--- config.mk ---
export PLATFORM = sky130hd
export DESIGN_NAME = bitwise_unit_pipe
export DESIGN_NICKNAME = d
export VERILOG_FILES = /design/src/rtl/bitwise_unit_pipe.sv
export SDC_FILE = /design/constraint.sdc
export NUM_CORES = 1
export LEC_CHECK = 0
export CAP_MARGIN = 20
export CORE_MARGIN = 3
export CORE_UTILIZATION = 45
export CTS_CLUSTER_SIZE = 16
export DETAILED_ROUTE_END_ITERATION = 12
export PLACE_DENSITY = 0.65
export SKIP_LAST_GASP = 1
export SLEW_MARGIN = 20
export SYNTH_ARGS = -nofsm -noshare
export SYNTH_HDL_FRONTEND = slang
export SYNTH_SLANG_ARGS = --single-unit
--- constraint.sdc ---
create_clock -name clk -period 11.7 [get_ports clk]
set_clock_uncertainty 0.05 [all_clocks]
set_input_delay 3.51 -clock clk [delete_from_list [all_inputs] [get_ports clk]]
set_output_delay 3.51 -clock clk [all_outputs]
set_load 0.05 [all_outputs]
--- src/rtl/bitwise_unit_pipe.sv ---
// Registered WIDTH-bit AND/OR/XOR/NOR unit with a valid/ready handshake and a
// burst accumulate mode that folds a stream of beats into one result.
module bitwise_unit_pipe #(
   parameter int WIDTH = 32,
   parameter int CNTW  = 8
) (
   input  logic             clk,
   input  logic             reset,
   input  logic             in_valid,
   output logic             in_ready,
   input  logic [2:0]       op,
   input  logic             last,
   input  logic [WIDTH-1:0] A,
   input  logic [WIDTH-1:0] B,
   output logic             out_valid,
   input  logic             out_ready,
   output logic [WIDTH-1:0] R,
   output logic             zero,
   output logic [CNTW-1:0]  beats
);

   typedef enum logic {IDLE, ACC} state_t;
   typedef enum logic [1:0] {C_OR, C_AND, C_XOR} comb_t;

   function automatic logic [WIDTH-1:0] combine(comb_t c, logic [WIDTH-1:0] x,
                                                logic [WIDTH-1:0] y);
      case (c)
         C_AND:   return x & y;
         C_XOR:   return x ^ y;
         default: return x | y;
      endcase
   endfunction

   state_t            state, state_nx;
   comb_t             burst_comb, burst_nx, req_comb, cur_comb;
   logic [WIDTH-1:0]  acc, acc_nx, pair, folded, elem, res;
   logic [CNTW-1:0]   cnt, cnt_nx, cnt_inc, res_beats;
   logic              accept, is_acc_op, load;

   assign in_ready  = !reset && (!out_valid || out_ready);
   assign accept    = in_valid && in_ready;
   assign is_acc_op = op[2] && (op != 3'b111);

   always_comb begin
      case (op[1:0])
         2'b01:   req_comb = C_AND;
         2'b10:   req_comb = C_XOR;
         default: req_comb = C_OR;
      endcase
   end

   // Once a burst is open the latched combine op wins over whatever op says.
   assign cur_comb = (state == ACC) ? burst_comb : req_comb;
   assign pair     = combine(cur_comb, A, B);
   assign folded   = combine(cur_comb, acc, pair);
   assign cnt_inc  = (cnt == '1) ? cnt : cnt + CNTW'(1);

   always_comb begin
      case (op)
         3'b000:  elem = A & B;
         3'b010:  elem = A ^ B;
         3'b011:  elem = ~(A | B);
         default: elem = A | B;
      endcase
   end

   always_comb begin
      state_nx  = state;
      acc_nx    = acc;
      cnt_nx    = cnt;
      burst_nx  = burst_comb;
      load      = 1'b0;
      res       = elem;
      res_beats = CNTW'(1);
      if (accept) begin
         if (state == ACC) begin
            if (last) begin
               load      = 1'b1;
               res       = folded;
               res_beats = cnt_inc;
               acc_nx    = '0;
               cnt_nx    = '0;
               state_nx  = IDLE;
            end else begin
               acc_nx = folded;
               cnt_nx = cnt_inc;
            end
         end else if (is_acc_op) begin
            if (last) begin
               load = 1'b1;
               res  = pair;
            end else begin
               // identity of the combine op folded with pair is just pair
               acc_nx   = pair;
               cnt_nx   = CNTW'(1);
               burst_nx = req_comb;
               state_nx = ACC;
            end
         end else begin
            load = 1'b1;
         end
      end
   end

   always_ff @(posedge clk) begin
      if (reset) begin
         state      <= IDLE;
         burst_comb <= C_OR;
         acc        <= '0;
         cnt        <= '0;
         out_valid  <= 1'b0;
         R          <= '0;
         zero       <= 1'b0;
         beats      <= '0;
      end else begin
         state      <= state_nx;
         burst_comb <= burst_nx;
         acc        <= acc_nx;
         cnt        <= cnt_nx;
         if (load) begin
            out_valid <= 1'b1;
            R         <= res;
            zero      <= (res == '0);
            beats     <= res_beats;
         end else if (out_ready) begin
            out_valid <= 1'b0;
         end
      end
   end

endmodule

==> results summary, run 1 <==
The flow ran to the end, and the final reports show no timing, DRC or antenna violations. The number of standard cells in the layout, taps in and fillers out came out at 1435. The number of endpoints with negative hold slack in the final report came to 0. After synthesis, the largest area contributor takes up 19.3% of total cell area.

From left edge to right edge, the die measures 146 microns. The average size of a mapped cell is 7.87 sq um. The met2 usage is 44.5%. The most numerous cell type found on the critical path is clkdlybuf4s50_1. The DRC violation count after routing is 0.

The arrival time at the worst endpoint came out at 5.19 ns. The highest-delay cell along the critical path is clkdlybuf4s50_1. The number of clock sinks seen by CTS came out at 85. The via count of the first global-routing pass came out at 8705. The final clock period utilization by the worst path is 74.8%. In the routed layout, each cell is associated on average with a via count of approximately 6.3.

The detailed-route wire length came out at just under 30 mm. The layer flagged by global routing as most heavily used is met2. The biggest area contributor in the post-synthesis netlist is dfxtp_1.

The global routing usage on met1 came out at a little under a third. The total of fill cells in the finished design is 1801. The number of diodes added for antenna fixing is 0. Clock latency on the worst-skew pair, taken at its later pin, is 0.35 ns.

The post-CTS repair timing setup buffer count came out at 0. The number of buffers and inverters on the critical path is 2. The total negative slack for setup checks is 0 ns. The endpoint required time on the critical path is ~8 ns.

The tightest hold path in the finished design has a slack of between 0.4 and 0.5 ns. The met3 usage is 5.06%. In the final layout, the share of cells above drive strength 1 is 7.49%.

The area growth from synthesis to final layout is 17.7%. In this run the worst hold path is classified as register to register. The post-cts resize count is 0. After clock tree synthesis, the clock-pin slew on the worst setup and hold paths is 0.06 ns. The sort of element at the start of the critical path is a primary input.

The number of distinct library cell variants in the gate-level netlist after synthesis came out at 66. The die outline area came out at 21300 sq um. The number of levels the H-tree was split into came out at 3.

The max-slew violation total from the final report came out at 0. The remaining antenna violation count after routing came out at 0. The total global routing overflow is 0. When the netlist entered floorplanning its net count stood at 1325. The maximum number of pins on one net before global-route repair is 85. The headroom to the max-slew limit came out at 36.9%. The number of flops mapped to enable cells by yosys came out at 0. The number of clock buffers inserted by TritonCTS came out at 9.

In the synthesized netlist the async set-or-reset flop fraction comes to 0%. The number of standard-cell rows in the floorplan is 50. The count of state elements after synthesis came out at 85.

STA classifies the critical path endpoint as an output pin. Setup repair after global routing left no endpoint under its margin. The synthesis warning total came out at 0. The maximum cell stage delay along the critical path is 0.72 ns. In this run the count of I/O pins placed on the die edge is 115. The critical path is of the primary input to output pin type. Traced cell by cell, the critical path runs through clkdlybuf4s50_1, nor2b_1, nor2_1, clkdlybuf4s50_1. The overall via count from detail_route is about 9000. The floorplan step defined a core boundary enclosing 19000 sq um. The final critical path time including I/O delays and setup came out at just under 9 ns. The global-route wire length before repair is between 40 and 50 mm. The actual slew at the worst max-slew pin is 0.946 ns. The post-cts hold buffer count is 0. The count of input and output buffers is 114. The total routing usage reported by global routing is 26.2%. The detailed-routing iteration count for the pre-antenna-repair pass is 6. TritonCTS built the clock tree. By area the synthesized netlist is led by dfxtp_1, ha_1, a221oi_1. The initial cell density of the core came out at 46.5%. Measured along the y axis, the die boundary spans between 100 and 150 microns. The count of nets after finishing is between 1000 and 1500. The routed length per instance came out at 20.1 microns. The number of DRC markers in iteration 0 came out at around 950.

The total power per unit cell area came out at ~100 nW/um^2. For this run, the leading register cell type out of synthesis is dfxtp_1. The synthesized instance count is 1122. The tree is rooted in a clkbuf_16.

After legalization and detailed placement, the total HPWL measured about 19 mm. The sequential share of the synthesized area is 19.3%. Max-cap violations in this run came to 0. The cell area after synthesis came out at between 8000 and 9000 sq um. The cell type group with the largest total delay on the critical path is buffers and inverters. The post-placement cell count is 1420.

Based on the critical path, the design can be clocked at up to 0.114 GHz. The buffer depth of the longest clock path came out at 2. The maximum fanout count along the critical path came out at 5. The weighted congestion at the end of routability-driven global placement is 0.895. The final-report setup violation count came out at 0. For this design the static power due to leakage is 4.51 nW. The number of antenna violations at the first check in global routing came out at 0.

VDD sags by at most 0.0705 mV.
-- final cells by class --
| class | instances | area, sq um | area share (%) |
|---|---|---|---|
| clock inverter | 5 | 82.6 | 0.794 |
| clock buffer | 10 | 239 | 2.30 |
| inverter | 136 | 510 | 4.91 |
| timing repair buffer | 133 | 1290 | 12.4 |
| sequential | 85 | 1700 | 16.4 |
| multi-input combinational | 806 | 6240 | 60.0 |
| tap | 260 | 325 | 3.13 |
-- metrics by stage --
stage                     instance area [sq um]  power, W  setup WS (ns)  utilization (%)
after floorplan                            8830  0.000616           3.57                -
after global placement                    10000  0.000734           2.74             52.8
after detailed placement                  10100  0.000742           2.95             52.9
after CTS                                 10400   0.00106           2.93             54.6
after global routing                      10400   0.00112           2.85             54.7
final                                     10400   0.00106           2.95             54.7
-- flip-flops by register name (all words and copies together) (netlist names) --
name	count
state	1
R	32
burst_comb	2
beats	8
acc	32
out_valid	1
zero	1
cnt	8
-- worst reg2reg max path, stage by stage, from the launching register on --
cell and delay [ns]:
dfxtp_2 0.31, buf_4 0.41, clkinv_1 0.17, a21boi_0 0.36
ha_4 0.69, buf_4 0.48, a221oi_1 0.09, a21o_1 0.27
ha_1 0.29, a221oi_1 0.30, a21o_1 0.14, a21oi_1 0.06
nand4b_1 0.28, nor4_1 0.30, nand4_1 0.16, o31ai_2 0.26
-- synth_stat cells (6+ instances only) --
cell,count
and2_1,6
o22ai_1,12
o32ai_1,6
a211oi_1,18
a21oi_1,47
nor3_1,27
a2bb2oi_1,10
o311a_1,6
o21ai_0,48
mux2_2,14
nor2_1,126
buf_2,27
a22oi_1,34
a221oi_1,60
a221oi_2,6
a21o_1,36
a221o_1,19
mux2i_1,19
nand3_1,13
o221ai_1,36
nor2b_1,10
buf_6,6
a21bo_2,6
ha_1,131
inv_1,131
nand2_1,29
dfxtp_1,85
clkbuf_1,55
nand2b_1,13
nand4_1,6
a32oi_1,15
-- power by group --
part	leakage [nW]	internal, W	total [W]	switching [W]
registers	0.694	0.000305	0.000316	0.0000104
clock network	0.159	0.000193	0.000317	0.000124
logic	3.66	0.000164	0.000427	0.000263
total	4.51	0.000662	0.00106	0.000398
-- layout by cell type, fill, tap and decap left out, drive strengths merged, types with 7 or more instances in the layout --
master	instances
a221oi	66
clkdlybuf4s50	112
nor2b	10
a211oi	18
nand2	29
buf	21
a32oi	15
a21oi	47
a221o	19
a21o	41
o221ai	36
nor3	27
mux2	15
dfxtp	85
ha	131
a22oi	34
nand2b	13
o21ai	49
nand4	7
mux2i	19
inv	135
a2bb2oi	10
clkbuf	10
nor2	127
nand3	13
o22ai	12
-- logic make-up (layout without fill, tap and decap cells) --
group / after synthesis / count (layout) / share of synthesized area [%]
DFF: 85 / 85 / 19.3
adders and majority gates: 131 / 131 / 18.6
and+or+nand+nor: 245 / 245 / 12.8
buffers and inverters: 231 / 284 / 10.8
xor gates and xnor gates: 4 / 4 / 0.397
AOI/OAI and AO/OA: 392 / 392 / 34.1
muxes: 34 / 34 / 4.11
-- per-layer routing --
layer	routed length [microns]	up-vias	part of all wire (%)
li1	-	4256	-
met1	11700	4276	40
met2	13600	407	47
met3	2270	86	7.9
met4	1360	0	4.7
met5	0	-	0
-- path summary, 6_finish.rpt --
check / from / end / slack, ns / cells past startpoint
worst min-delay path: acc[2] / acc[2] / 0.43 / 2
worst min register to register: acc[2] / acc[2] / 0.43 / 2
worst max-delay path: out_ready / in_ready / 2.95 / 4
worst max register to register: state / zero / 7.01 / 15
Power figures use the tool's default switching activity.
==> run 2, diff against run 1 <==
- clock period: 11.7 -> 8.6 ns (I/O delays scaled with it)
==> results summary, run 2 (synthesis results as in run 1) <==
The remaining antenna violation count after routing came out at 0 (unchanged). The post-CTS repair timing setup buffer count is 0 (unchanged). TritonCTS built the clock tree. The setup path with the least slack is of type primary input to register. The count of nets after finishing came to 1377 (+0.22%). The buffer depth of the longest clock path came out at 2 (unchanged). The worst supply voltage drop on vdd came out at 0.0918 mV (+30%). The fraction of final layout cells with drive strength greater than 1 came out at 7.72% (+0.23 points). The number of standard cells in the layout, taps in and fillers out is 1439 (+0.28%). The flow ran to the end, and the final reports show no timing, DRC or antenna violations.

The final-report setup violation count is 0 (unchanged). The number of DRC markers in iteration 0 came out at 615 (-35%). The DRC violation count after routing came to 0 (unchanged). The smallest setup slack after layout came to 1.61 ns (-1.33 ns). The via count of the first global-routing pass is 8648 (-0.65%). The final clock period utilization by the worst path is 81.3%.

The endpoint required time on the critical path is 8.83 ns (+0.69 ns). The floorplan die width is 146 microns (unchanged). The later-pin clock latency in the skew report came out at 0.36 ns (about the same).

The vertical die dimension is 146 microns (unchanged). The routed via count divided by cell count was 6.18 (-1.7%). The switching fraction of total power was 39.3% (+1.8 points).

The share of power burned in the clock network is 29.3% (-0.6 points). Setup repair after global routing left no endpoint under its margin. The post-cts resize count came to 0 (unchanged). The number of antenna violations at the first check in global routing came out at 0 (unchanged). The total global routing overflow came to 0 (unchanged).

The detailed-route wire length is 29.2 mm (+1.0%). In the layout the commonest cells are inv_1, ha_1, nor2_1, clkdlybuf4s50_1, dfxtp_1. The combinational share of power was 40.8% (+0.5 points).

The actual slew at the worst max-slew pin came out at 1.10 ns (+0.154 ns). The number of diodes added for antenna fixing is 0 (unchanged). The max capacitance violation total was 0 (unchanged). The die outline area came out at 21300 sq um (unchanged).

The beginning of the worst register-to-register path is state. The area growth from synthesis to final layout is 17.6% (about the same). The initial cell density of the core came to 46.5% (unchanged). The detailed-routing iteration count for the pre-antenna-repair pass came out at 5 (-1). The total routing usage reported by global routing came out at 26.7% (+0.46 points).

The weighted congestion at the end of routability-driven global placement is 0.932 (+4.0%). The sort of element at the start of the critical path is a primary input. The area of the multi-input gates was 6220 sq um (-0.28%). The worst min-delay path class is register to register.

The sequential cell area in the final layout came to 1700 sq um (unchanged). The most common library cell in the layout ignoring fill and taps is inv_1. The total power per unit cell area came to 138 nW/um^2 (+35%). The total negative slack for setup checks came out at 0 ns (unchanged). The overall via count from detail_route is 8892 (-1.5%). The post-placement cell count came out at 1423 (+0.21%).

The estimated wirelength of the detail-placed design came out at 20.3 mm (+5.9%). The total of fill cells in the finished design is 1883 (+4.6%). The max-slew violation total from the final report came to 0 (unchanged). The count of input and output buffers is 114 (unchanged). The global-route wire length before repair came to 46.5 mm (+1.7%). The final critical path time including I/O delays and setup is between 6 and 7 ns. The sequential fraction of design power was 29.9% (about the same). The worst setup path is captured at a register. The cell internal power dissipation is 0.000870 W (+31%). The number of ports placed on the die boundary came to 115 (unchanged). The leakage component of the power is 4.52 nW (+0.17%).

The most critical setup path has its startpoint at op[1]. In the final layout, the registers with the most flip-flops are R x32, acc x32. The arrival time at the worst endpoint was 7.22 ns (+2.03 ns). The clock-pin slew reported for the worst setup and hold paths after clock tree synthesis came out at 0.07 ns (about the same). The maximum number of pins on one net before global-route repair is 94 (+11%). The number of levels the H-tree was split into was 3 (unchanged).

The post-cts hold buffer count is 0 (unchanged). The number of endpoints with negative hold slack in the final report came to 0 (unchanged). The headroom to the max-slew limit is 26.5% (-10 points). The number of standard-cell rows in the floorplan was 50 (unchanged). The number of clock buffers inserted by TritonCTS came out at 9 (unchanged). In this run the most critical hold path is launched from acc[0].

The core area was 19000 sq um (unchanged). The maximum fanout count along the critical path came out at 93 (+88). The worst setup slack before clock tree synthesis is 1.34 ns (-1.61 ns). The number of clock sinks seen by CTS is 85 (unchanged). The routed length per instance came out at 20.3 microns (+0.74%). The root buffer cell chosen for the clock tree is clkbuf_16. Derived from the worst setup path, the maximum achievable clock frequency is 0.143 GHz. The reported net switching power was 0.000563 W (+42%).
==> run 2: changes by cell type in the layout (fill, tap and decap cells not counted), sizes merged <==
| cell | delta |
|---|---|
| buf | +3 |
| inv | +3 |
| bufinv | -1 |
| clkbuf | -1 |
==> run 2: final cells by class <==
| type | count | share of cell area (%) |
|---|---|---|
| Inverter | 136 | 4.92 |
| Tap cell | 260 | 3.13 |
| Multi-Input combinational cell | 806 | 59.9 |
| Timing Repair Buffer | 136 | 12.7 |
| Sequential cell | 85 | 16.4 |
| Clock buffer | 9 | 2.17 |
| Clock inverter | 7 | 0.783 |
==> run 2: worst max-delay path, stage by stage <==
cell and delay, ns:
clkdlybuf4s50_1 0.46, buf_4 0.22, nor2b_1 0.07, buf_4 0.18, a21boi_0 0.36, ha_4 0.82, buf_4 0.39, a221oi_1 0.08
a21o_1 0.21, ha_1 0.27, a221oi_1 0.28, a21oi_1 0.09, a32oi_1 0.17, nand2_1 0.09, nor4_1 0.38, nand4_1 0.26
o31ai_2 0.23
==> run 2: path summary, 6_finish.rpt <==
kind,depth (start not counted),end,slack (ns)
max,17,zero,1.61
min,2,acc[0],0.43
max reg2reg,17,zero,3.19
min reg2reg,2,acc[0],0.43
==> run 2: power groups by stage <==
stage | combinational, W | clock (W) | sequential (W)
2_1_floorplan | 0.000365 | 0 | 0.000473
3_5_place_dp | 0.000576 | 0 | 0.000438
3_3_place_gp | 0.000564 | 0 | 0.000437
6_report | 0.000585 | 0.000419 | 0.000429
5_1_grt | 0.000642 | 0.000442 | 0.000431
4_1_cts | 0.000578 | 0.000427 | 0.000429
==> run 2: layer usage <==
metal | global-route usage (%) | routed length [microns] | vias up
met1 | 33.3 | 12100 | 4202
met3 | 4.25 | 1910 | 66
met5 | 0 | 0 | -
met2 | 46.2 | 14100 | 374
met4 | 10.3 | 1070 | 0
li1 | - | - | 4250
==> run 2: through the flow <==
step           utilization (%)  total power [W]  cell area [sq um]  hold slack (ns)
2_1_floorplan                -         0.000838               8830            0.399
3_3_place_gp              52.9          0.00100              10100            0.409
3_5_place_dp              53.0          0.00101              10100            0.418
4_1_cts                   54.6          0.00143              10400            0.429
5_1_grt                   54.6          0.00151              10400            0.461
6_report                  54.6          0.00143              10400            0.428
==> run 3, diff against run 2 <==
- clock period: 8.6 -> 6.9 ns (I/O delays scaled with it)
==> results summary, run 3 (synthesis results as in run 1) <==
The total negative slack for setup checks came to 0 ns (unchanged). In this run the worst setup path terminates at zero. The leakage component of the power came out at 4.55 nW (+0.66%). The sequential cell area in the final layout came out at 1700 sq um (about the same). The number of clock sinks seen by CTS is 85 (unchanged). The number of antenna violations at the first check in global routing came out at 0 (unchanged). The library cell used most frequently in the layout, excluding fill and tap cells, is inv_1.

The critical path in this run is classified as primary input to register. The total global routing overflow came out at 0 (unchanged). The overall via count from detail_route came out at 8926 (+0.38%). The worst min-delay path class is register to register. The core area came out at 19000 sq um (unchanged). The number of standard-cell rows in the floorplan is 50 (unchanged). The initial cell density of the core is 46.5% (unchanged).

The maximum cell stage delay along the critical path is 0.54 ns (-0.28 ns). The area of the multi-input gates is 6220 sq um (unchanged). The max capacitance violation total came to 0 (unchanged). The maximum achievable frequency came out at 0.167 GHz.

From synthesis to final layout, the design area changed by 18.1%. The final-report setup violation count came out at 0 (unchanged). The signal on the critical path passes through clkdlybuf4s50_1, buf_4, nor2b_1, a21boi_0, ha_4, buf_4, a221oi_1, a21o_1, ha_1, a221oi_1, a21oi_1, a32oi_1, nand2_1, nor4_1, nand4_1, o31ai_2.

The fraction of final layout cells with drive strength greater than 1 is 8.18% (+0.46 points). The cell sitting at the root of the clock tree is a clkbuf_16. The detailed-route wire length came to 28.7 mm (-1.6%). In the layout the commonest cells are inv_1, ha_1, nor2_1, clkdlybuf4s50_1, dfxtp_1. The weighted congestion at the end of routability-driven global placement was 0.886 (-4.9%).

The startpoint identified for the worst register-to-register timing path is state. The max-slew violation total from the final report is 0 (unchanged). The DRC violation count after routing came to 0 (unchanged). The arrival time at the worst endpoint is 6.22 ns (-1.00 ns). The number of clock buffers inserted by TritonCTS was 9 (unchanged). The count of nets after finishing is 1385 (+0.58%).

The post-cts hold buffer count came out at 0 (unchanged). The number of levels the H-tree was split into is 3 (unchanged). The vertical die dimension is 146 microns (unchanged).

The number of endpoints with negative hold slack in the final report is 0 (unchanged). The remaining antenna violation count after routing came out at 0 (unchanged). The total routing usage reported by global routing is 26.1% (-0.56 points). The die outline area was 21300 sq um (unchanged). The later-pin clock latency in the skew report is 0.35 ns (about the same).

TritonCTS built the clock tree. The final critical path time including I/O delays and setup is 6.00 ns. The worst register-to-register path ends at zero. For this design, the slowest cell found on the critical path is clkdlybuf4s50_1. The via count of the first global-routing pass came to 8515 (-1.5%). The number of DRC markers in iteration 0 is 746 (+21%).

The maximum fanout count along the critical path is 43 (-54%). The global-route wire length before repair came out at 45.9 mm (-1.4%). The routed via count divided by cell count is 6.17 (-0.10%). The overall power after layout is 0.00177 W (+24%). The total power per unit cell area came out at 170 nW/um^2 (+23%). The number of diodes added for antenna fixing came out at 0 (unchanged). The post-cts resize count is 0 (unchanged). The actual slew at the worst max-slew pin came out at 0.927 ns (-0.173 ns).

The count of cells along the worst register-to-register path came to 15 (-2). The detailed-routing iteration count for the pre-antenna-repair pass came to 5 (unchanged). The flow ran to the end, and the final reports show no timing, DRC or antenna violations. The headroom to the max-slew limit came out at 38.0% (+11 points). The largest registers in the layout are R x32, acc x32. The number of ports placed on the die boundary was 115 (unchanged). The routed length per instance came out at 19.9 microns (-2.0%). The clock-pin slew reported for the worst setup and hold paths after clock tree synthesis is 0.07 ns (about the same). The buffer depth of the longest clock path is 2 (unchanged).

The estimated wirelength of the detail-placed design is 20.5 mm (+0.82%). The worst setup path is launched from a primary input. The total of fill cells in the finished design is 1853 (-1.6%).

The slack of the worst reg-to-reg path is 2.51 ns (-0.68 ns). STA classifies the critical path endpoint as a register. The launch point of the worst path is op[1]. The worst supply voltage drop on vdd is 0.133 mV (+45%).

Setup repair after global routing left no endpoint under its margin. The endpoint required time on the critical path is 7.12 ns (-1.71 ns). The final clock period utilization by the worst path came out at 86.9%. The post-CTS repair timing setup buffer count is 0 (unchanged). The count of input and output buffers came out at 114 (unchanged).

The floorplan die width was 146 microns (unchanged). The maximum number of pins on one net before global-route repair is 75 (-20%).
==> run 3: worst max-delay path, delay by kind of cell <==
family / cells / cell delay [ns]
AO/OA/AOI/OAI: 7 / 1.39
buffers and inverters: 3 / 1.09
AND/OR/NAND/NOR: 4 / 0.86
adder cells (fa/ha/maj): 2 / 0.78
==> run 3: layout make-up <==
class	count	area share (%)
repair buffers	144	13.1
clock buffers	10	2.29
well taps	260	3.12
flip-flops and latches	85	16.3
inverters	136	4.89
clock inverters	5	0.588
multi-input cells	806	59.7
==> run 3: power breakdown <==
group / internal (W) / total, W / switching (W)
clock network: 0.000290 / 0.000502 / 0.000212
logic: 0.000283 / 0.000733 / 0.000450
registers: 0.000517 / 0.000536 / 0.0000188
==> run 3: worst min path at each step <==
stage | start | slack (ns) | depth (start not counted) | to
3_3_place_gp | acc[0] | 0.41 | 2 | acc[0]
3_5_place_dp | acc[0] | 0.42 | 2 | acc[0]
6_report | acc[0] | 0.43 | 2 | acc[0]
5_1_grt | R[17] | 0.46 | 2 | R[17]
4_1_cts | acc[0] | 0.43 | 2 | acc[0]
2_1_floorplan | acc[0] | 0.40 | 2 | acc[0]
==> run 3: per-layer routing <==
| metal | track usage [%] | part of all wire (%) |
|---|---|---|
| met1 | 32.2 | 41 |
| met2 | 42.6 | 45 |
| met3 | 5.52 | 7.3 |
| met4 | 14.5 | 6.1 |
| met5 | 0 | 0 |
==> run 3: through the flow <==
stage | utilization, % | hold slack [ns] | setup slack [ns] | cells | cell area (sq um)
after floorplan | - | 0.399 | 1.40 | 1122 | 8830
after global placement | 53.2 | 0.415 | 0.695 | 1431 | 10100
after detailed placement | 53.2 | 0.422 | 0.652 | 1431 | 10100
after CTS | 54.8 | 0.431 | 0.983 | 1446 | 10400
after global routing | 54.8 | 0.463 | 0.568 | 1446 | 10400
final | 54.8 | 0.434 | 0.904 | 1446 | 10400
